==> src/rtl/fs18_bus_pkg.sv <==
// Shared FS18 bus definitions: default widths, arbiter state encoding, port indices.
// Reused by FS18 bus masters and slaves.
package fs18_bus_pkg;

  localparam int FS18_AW = 18;
  localparam int FS18_DW = 18;

  typedef enum logic [1:0] {
    ST_IDLE = 2'd0,
    ST_BUSY = 2'd1,
    ST_RESP = 2'd2
  } arb_state_e;

  localparam logic PORT_FETCH = 1'b0;
  localparam logic PORT_LSU   = 1'b1;

  // Round-robin pick: a lone requester wins, otherwise the favoured port.
  function automatic logic pick_port(input logic r0, input logic r1, input logic prio);
    if (r0 && r1) return prio;
    return r0 ? PORT_FETCH : PORT_LSU;
  endfunction

endpackage

==> src/rtl/fs18_arb_watchdog.sv <==
// BUSY-cycle watchdog for the FS18 arbiter: counts stalled BUSY cycles and flags
// the cycle in which the TIMEOUT-th stalled cycle is reached.
module fs18_arb_watchdog #(
  parameter int TIMEOUT = 255
) (
  input  logic clk,
  input  logic rst,
  input  logic clr,
  input  logic en,
  output logic expired
);

  localparam logic [15:0] LIMIT = 16'(TIMEOUT - 1);

  logic [15:0] cnt_q, cnt_d;

  always_comb begin
    cnt_d = cnt_q;
    if (clr)     cnt_d = '0;
    else if (en) cnt_d = cnt_q + 16'd1;
  end

  always_ff @(posedge clk) begin
    if (rst) cnt_q <= '0;
    else     cnt_q <= cnt_d;
  end

  // cnt_q holds the number of stalled BUSY cycles already elapsed.
  assign expired = (cnt_q == LIMIT);

endmodule

==> src/rtl/fs18_mem_arbiter.sv <==
// Two-port round-robin arbiter (fetch / LSU) onto the single-port FS18 memory bus.
// Optional BUSY watchdog compiled in with FS18_ARB_WATCHDOG_EN.
module fs18_mem_arbiter
  import fs18_bus_pkg::*;
#(
  parameter int AW      = FS18_AW,
  parameter int DW      = FS18_DW,
  parameter int TIMEOUT = 255
) (
  input  logic          clk,
  input  logic          rst,
  input  logic          req0,
  input  logic          we0,
  input  logic [AW-1:0] addr0,
  input  logic [DW-1:0] wdata0,
  input  logic          req1,
  input  logic          we1,
  input  logic [AW-1:0] addr1,
  input  logic [DW-1:0] wdata1,
  output logic          gnt0,
  output logic          gnt1,
  output logic          done0,
  output logic          done1,
  output logic [DW-1:0] rdata,
  output logic          err,
  output logic          mem_req,
  output logic          mem_we,
  output logic [AW-1:0] mem_addr,
  output logic [DW-1:0] mem_wdata,
  input  logic [DW-1:0] mem_rdata,
  input  logic          mem_ack
);

  arb_state_e    state_q, state_d;
  logic          owner_q, owner_d;
  logic          prio_q, prio_d;
  logic [1:0]    gnt_q, gnt_d;
  logic [1:0]    done_q, done_d;
  logic          err_q, err_d;
  logic          mem_req_q, mem_req_d;
  logic          mem_we_q, mem_we_d;
  logic [AW-1:0] mem_addr_q, mem_addr_d;
  logic [DW-1:0] mem_wdata_q, mem_wdata_d;
  logic [DW-1:0] rdata_q, rdata_d;
  logic          sel;
  logic          timeout;

`ifdef FS18_ARB_WATCHDOG_EN
  logic wd_expired;

  fs18_arb_watchdog #(.TIMEOUT(TIMEOUT)) u_wd (
    .clk     (clk),
    .rst     (rst),
    .clr     (state_q != ST_BUSY),
    .en      ((state_q == ST_BUSY) && !mem_ack),
    .expired (wd_expired)
  );

  assign timeout = (state_q == ST_BUSY) && wd_expired;
`else
  logic [15:0] wd_unused_timeout;
  assign wd_unused_timeout = 16'(TIMEOUT);
  assign timeout           = 1'b0;
`endif

  always_comb begin
    state_d     = state_q;
    owner_d     = owner_q;
    prio_d      = prio_q;
    mem_we_d    = mem_we_q;
    mem_addr_d  = mem_addr_q;
    mem_wdata_d = mem_wdata_q;
    rdata_d     = rdata_q;
    gnt_d       = '0;
    done_d      = '0;
    err_d       = 1'b0;
    mem_req_d   = 1'b0;
    sel         = pick_port(req0, req1, prio_q);
    case (state_q)
      ST_IDLE: begin
        if (req0 || req1) begin
          owner_d     = sel;
          mem_we_d    = sel ? we1    : we0;
          mem_addr_d  = sel ? addr1  : addr0;
          mem_wdata_d = sel ? wdata1 : wdata0;
          gnt_d[sel]  = 1'b1;
          mem_req_d   = 1'b1;
          state_d     = ST_BUSY;
        end
      end
      ST_BUSY: begin
        gnt_d[owner_q] = 1'b1;
        // A same-cycle ack beats the watchdog.
        if (mem_ack) begin
          rdata_d         = mem_rdata;
          done_d[owner_q] = 1'b1;
          state_d         = ST_RESP;
        end else if (timeout) begin
          rdata_d         = '0;
          err_d           = 1'b1;
          done_d[owner_q] = 1'b1;
          state_d         = ST_RESP;
        end else begin
          mem_req_d = 1'b1;
        end
      end
      ST_RESP: begin
        prio_d  = ~owner_q;
        state_d = ST_IDLE;
      end
      default: state_d = ST_IDLE;
    endcase
  end

  always_ff @(posedge clk) begin
    if (rst) begin
      state_q     <= ST_IDLE;
      owner_q     <= 1'b0;
      prio_q      <= 1'b0;
      gnt_q       <= '0;
      done_q      <= '0;
      err_q       <= 1'b0;
      mem_req_q   <= 1'b0;
      mem_we_q    <= 1'b0;
      mem_addr_q  <= '0;
      mem_wdata_q <= '0;
      rdata_q     <= '0;
    end else begin
      state_q     <= state_d;
      owner_q     <= owner_d;
      prio_q      <= prio_d;
      gnt_q       <= gnt_d;
      done_q      <= done_d;
      err_q       <= err_d;
      mem_req_q   <= mem_req_d;
      mem_we_q    <= mem_we_d;
      mem_addr_q  <= mem_addr_d;
      mem_wdata_q <= mem_wdata_d;
      rdata_q     <= rdata_d;
    end
  end

  assign gnt0      = gnt_q[0];
  assign gnt1      = gnt_q[1];
  assign done0     = done_q[0];
  assign done1     = done_q[1];
  assign err       = err_q;
  assign rdata     = rdata_q;
  assign mem_req   = mem_req_q;
  assign mem_we    = mem_we_q;
  assign mem_addr  = mem_addr_q;
  assign mem_wdata = mem_wdata_q;

endmodule
==> config.mk <==
export PLATFORM = sky130hd
export DESIGN_NAME = fs18_mem_arbiter
export DESIGN_NICKNAME = d
export VERILOG_FILES = /design/src/rtl/fs18_bus_pkg.sv /design/src/rtl/fs18_arb_watchdog.sv /design/src/rtl/fs18_mem_arbiter.sv
export SDC_FILE = /design/constraint.sdc
export NUM_CORES = 1
export LEC_CHECK = 0
export CAP_MARGIN = 5
export CORE_MARGIN = 4
export CORE_UTILIZATION = 41
export DETAILED_ROUTE_END_ITERATION = 10
export PLACE_DENSITY = 0.87
export SYNTH_ARGS = -nofsm -noshare
export SYNTH_HDL_FRONTEND = slang
export SYNTH_SLANG_ARGS = --single-unit
==> constraint.sdc <==
create_clock -name clk -period 2 [get_ports clk]
set_input_delay 0.4 -clock clk [delete_from_list [all_inputs] [get_ports clk]]
set_output_delay 0.4 -clock clk [all_outputs]
set_load 0.005 [all_outputs]
==> impl_metrics.toml, run 1 <==
[status]
outcome = "finished, final reports clean"

[timing]
setup_viol = 0
fin_skew_ns = 0.00705
period_needed_ns = 1.63
clock.fmax_ghz = 0.613
slew_viol_final = 0
min_period_over_period_pct = 81.5
setup_tns_ns = 0
hold_violations = 0
whs_ns = 0.405
rsz0062_at_grt = "no"

[cts]
cts_hold_buf = 0
cts_root_buffer = "clkbuf_8"
cts_setup_buffers = 0
cts_htree_levels = 3
clk_pin_slew_worst_paths_ns = 0.06
post_cts_resize_count = 0
clk_latency_ns = 0.32
cts_buffers = 9
cts_tree = "done"
cts_sinks = 64
clock_path_buffers = 2

[worst_setup_path]
start_kind = "input port"
worstSetupPathType = "input port to register"
critPathCaptureType = "register"
crit_arrival_ns = 1.84
crit_required_ns = 2.21
path_max_fanout = 26
reg2regPathDepth = 4

[drt]
wl_per_cell_um = 15.4
ant_nets = 0
vias = 2896
drt_wl_total_mm = 8.49
drt_first_pass_iters = 4
drc = 0
viasPerCell = 5.27
drt_iter0_drc = 143

[final_layout]
diodes = 0
layout_commonest_cell = "clkdlybuf4s50_1"
syn2layout_area_growth_pct = 65.6
finalNetCount = 568
drive_above_1_share_pct = 11.0
layout_common_cells = "clkdlybuf4s50_1 (155), nand2_1 (110), dfxtp_1 (64), a21oi_1 (57), a311oi_2 (20)"
n_fill_cell = 520

[flow_run]
drv_cap = 0

[min_path]
hp-class = "input port to register"
holdPathStages = 2

[die]
ios = 158
die_area_mm2 = 0.00802
die_h_um = 89.6
rows = 29
core_mm2 = 0.00642
start_util_pct = 42.5
die_x_um = 89.6

[synthesis]
yosys.area_share.simple_pct = 18.2
synth-seq-area-share_pct = 47.0
synth_top_family_by_area = "compound AO/OA/AOI/OAI gates"
yosys.area_share.adder_pct = 0
synth-warning-count = 0
synth-compound-area-share_pct = 28.4
ys_ff_latch = 64
muxShareOfSynthArea_pct = 0.413
postSynthAreaPerCell_um2 = 8.44
syn_area_mm2 = 0.00273
synthCells = 323
synth_nets = 420
synth-xor-area-share_pct = 0
synth_cell_types = 23

[place]
io_buffers = 156
gp_congestion = 0.766
place_hpwl_mm = 6.32

[global_route]
first_global_vias = 2812
grt_pass1_wl_mm = 12.8
grt_max_degree = 38
antenna_found_initial = 0
track_usage_pct = 20.6
grt-ovfl-total = 0

[power]
leakagePower_uw = 0.00166
irDropWorstVdd_mv = 0.433
power_density_mw_per_mm2 = 719
Yosys cell counts:
cell type	count	area share, %
nand2_1	110	15
dfxtp_1	64	47
a21oi_1	57	10
clkbuf_1	21	2.9
a311oi_2	20	11
a311oi_1	17	5.5
buf_2	8	1.5
nor2_1	5	0.69
buf_6	3	1.2
nor3_1	3	0.55
a211oi_1	2	0.55
and2_1	2	0.46
a21bo_2	1	0.37
a21boi_1	1	0.28
a32oi_1	1	0.32
and3b_1	1	0.32
buf_4	1	0.28
conb_1	1	0.14
mux2_2	1	0.41
nand3b_1	1	0.28
nor2b_1	1	0.23
nor3b_1	1	0.28
or2_1	1	0.23
worst max-delay path, stage by stage:
cell and delay, ns:
clkdlybuf4s50_1 0.45, or2_1 0.27, and2_2 0.23, buf_12 0.17
a311oi_1 0.32
flip-flops by register name, summed over array words and instances, names as in the netlist:
signal,flops
mem_addr,18
done_q,2
prio_q,1
owner_q,1
mem_wdata,18
mem_req,1
state_q,2
gnt_q,2
rdata,18
mem_we,1
metal layers:
layer / wire [um] / global-route usage [%]
met5: 0 / 0
met4: 165 / 7.85
met3: 751 / 6.36
met2: 4300 / 36.7
met1: 3280 / 22.7
metrics by stage:
stage | cell area [um2] | std cells | util [%] | power [uW] | setup slack, ns
after CTS | 4520 | 550 | 70.3 | 3290 | 0.371
after detailed placement | 4360 | 537 | 67.9 | 2350 | 0.0226
final | 4520 | 550 | 70.3 | 3250 | 0.370
after floorplan | 2730 | 323 | - | 1840 | 0.574
after global placement | 4360 | 537 | 67.9 | 2320 | 0.163
after global routing | 4520 | 550 | 70.3 | 3410 | 0.303
cell families after synthesis:
kind of cell / count (synthesis)
AOI/OAI and AO/OA: 99
buffers and inverters: 33
DFF: 64
muxes: 1
other: 1
and+or+nand+nor: 125
cell type report:
type	count	area, um2	area share [%]
multi-input cells	226	1290	28.6
clock buffers	12	155	3.43
well taps	77	96.3	2.13
repair buffers	170	1690	37.3
flip-flops and latches	64	1280	28.4
clock inverters	1	5.00	0.111
power by group:
| group | internal [uW] | switching, uW |
|---|---|---|
| registers | 1390 | 67.8 |
| logic | 510 | 352 |
| clock network | 495 | 432 |
| total | 2400 | 852 |
final timing paths:
kind         slack, ns                   endpoint                     from
max reg2reg       0.65  mem_wdata[3]$_SDFFE_PP0P_  state_q[0]$_SDFFE_PP0P_
min               0.41    state_q[0]$_SDFFE_PP0P_                      rst
max               0.37  mem_wdata[3]$_SDFFE_PP0P_                     req1
min reg2reg       0.45     rdata[14]$_SDFFE_PP0P_   rdata[14]$_SDFFE_PP0P_
No activity file was read; power rests on OpenSTA's default activity.
==> run 2, diff against run 1 <==
--- a/config.mk
+++ b/config.mk
@@ -7,9 +7,9 @@
 export LEC_CHECK = 0
 export CAP_MARGIN = 5
 export CORE_MARGIN = 4
-export CORE_UTILIZATION = 41
+export CORE_UTILIZATION = 34
 export DETAILED_ROUTE_END_ITERATION = 10
-export PLACE_DENSITY = 0.87
+export PLACE_DENSITY = 0.77
 export SYNTH_ARGS = -nofsm -noshare
 export SYNTH_HDL_FRONTEND = slang
 export SYNTH_SLANG_ARGS = --single-unit
==> constraint.sdc (replaced) <==
create_clock -name clk -period 1.4 [get_ports clk]
set_input_delay 0.28 -clock clk [delete_from_list [all_inputs] [get_ports clk]]
set_output_delay 0.28 -clock clk [all_outputs]
set_load 0.005 [all_outputs]
==> impl_metrics.toml, run 2 (same netlist as run 1, synthesis figures left out) <==
[drt]
ant_nets = 0
vias = 2987
drc = 0
viasPerCell = 5.04
drt_wl_total_mm = 9.35
drt_iter0_drc = 115
drt_first_pass_iters = 6
wl_per_cell_um = 15.8

[cts]
clk_pin_slew_worst_paths_ns = 0.07
cts_htree_levels = 3
cts_buffers = 9
cts_sinks = 64
cts_tree = "done"
cts_root_buffer = "clkbuf_8"
clk_latency_ns = 0.33
clock_path_buffers = 2

[min_path]
hp-class = "input port to register"

[power]
irDropWorstVdd_mv = 0.488
leakagePower_uw = 0.00206
power_density_mw_per_mm2 = 1030

[worst_setup_path]
worstSetupPathType = "register to register"
crit_arrival_ns = 1.55
path_max_fanout = 5
critPathCaptureType = "register"
start_kind = "register"
crit_required_ns = 1.64

[global_route]
grt_pass1_wl_mm = 13.9
track_usage_pct = 17.6
antenna_found_initial = 0
grt_max_degree = 38
grt-ovfl-total = 0
first_global_vias = 2987

[timing]
setup_tns_ns = 0
min_period_over_period_pct = 93.1
clock.fmax_ghz = 0.767
slew_viol_final = 0
period_needed_ns = 1.30
fin_skew_ns = 0.00713
rsz0062_at_grt = "no"
setup_viol = 0
setup_ws_ns = 0.0962
hold_violations = 0

[place]
gp_congestion = 0.787
io_buffers = 156
pre_cts_slack_ns = -0.360
place_hpwl_mm = 6.35
placed_cell_area_mm2 = 0.00452
dp_cells = 568

[final_layout]
finalNetCount = 583
n_fill_cell = 681
drive_above_1_share_pct = 17.7
multi_input_area_mm2 = 0.00135
stdcell_count = 593
register_area_mm2 = 0.00129
final_util_pct = 62.3
diodes = 0
layout_commonest_cell = "nand2_1"
layout_common_cells = "nand2_1 (110), clkdlybuf4s50_1 (93), dlygate4sd2_1 (60), a21oi_1 (57), dfxtp_1 (53)"
syn2layout_area_growth_pct = 77.5
fin_area_mm2 = 0.00484

[die]
start_util_pct = 35.1
rows = 32
die_x_um = 97.6
core_mm2 = 0.00777
ios = 158
die_h_um = 97.6
die_area_mm2 = 0.00952

[status]
outcome = "finished, final reports clean"

[flow_run]
drv_cap = 0
[run 2: cell count changes in the layout (fill, tap and decap cells not counted), moves of 6 or more]
cell,before,now
buf_12,2,8
clkdlybuf4s50_1,155,93
dfxtp_1,64,53
dfxtp_2,0,11
dlygate4sd2_1,0,60
[run 2: report_power, final]
group	switching, uW	leakage, uW	internal [uW]
Combinational	553	0.00143	720
Clock	698	0.000101	913
Sequential	87.8	0.000531	1990
[run 2: through the flow]
step / power (uW) / hold WS (ns)
2_1_floorplan: 2640 / 0.416
3_3_place_gp: 3390 / 0.443
3_5_place_dp: 3420 / 0.447
4_1_cts: 4940 / 0.333
5_1_grt: 5210 / 0.356
6_report: 4970 / 0.340
[run 2: worst paths after layout]
path	start	endpoint	slack, ns	cells past startpoint
worst max-delay path	prio_q$_SDFFE_PP0N_	mem_wdata[8]$_SDFFE_PP0P_	0.1	4
worst min-delay path	rst	rdata[8]$_SDFFE_PP0P_	0.34	2
worst max register to register	prio_q$_SDFFE_PP0N_	mem_wdata[8]$_SDFFE_PP0P_	0.1	4
worst min register to register	rdata[6]$_SDFFE_PP0P_	rdata[6]$_SDFFE_PP0P_	0.45	2
[run 2: cell type report]
| class | count | share of cell area (%) |
|---|---|---|
| Clock buffer | 11 | 3.13 |
| Sequential cell | 64 | 26.8 |
| Multi-Input combinational cell | 227 | 27.9 |
| Timing Repair Buffer | 184 | 38.5 |
| Clock inverter | 5 | 1.14 |
| Tap cell | 102 | 2.64 |
[run 2: metal layers]
layer	wire length, um	GRT usage [%]
met4	143	6.60
met5	0	0
met3	840	5.89
met1	3880	21.0
met2	4490	29.4
[run 2: worst max-delay path, stage by stage, from the launching register on]
cell	delay (ns)
dfxtp_2	0.36
a21boi_4	0.31
buf_2	0.24
nand2_1	0.06
a311oi_1	0.24
[run 2: what timing repair did]
action,4_1_cts,5_1_grt
hold buffers,0,0
gates resized for setup,71,10
buffers inserted,1,0
pin swaps,0,14
gates cloned,0,8
setup endpoints to repair,61,27
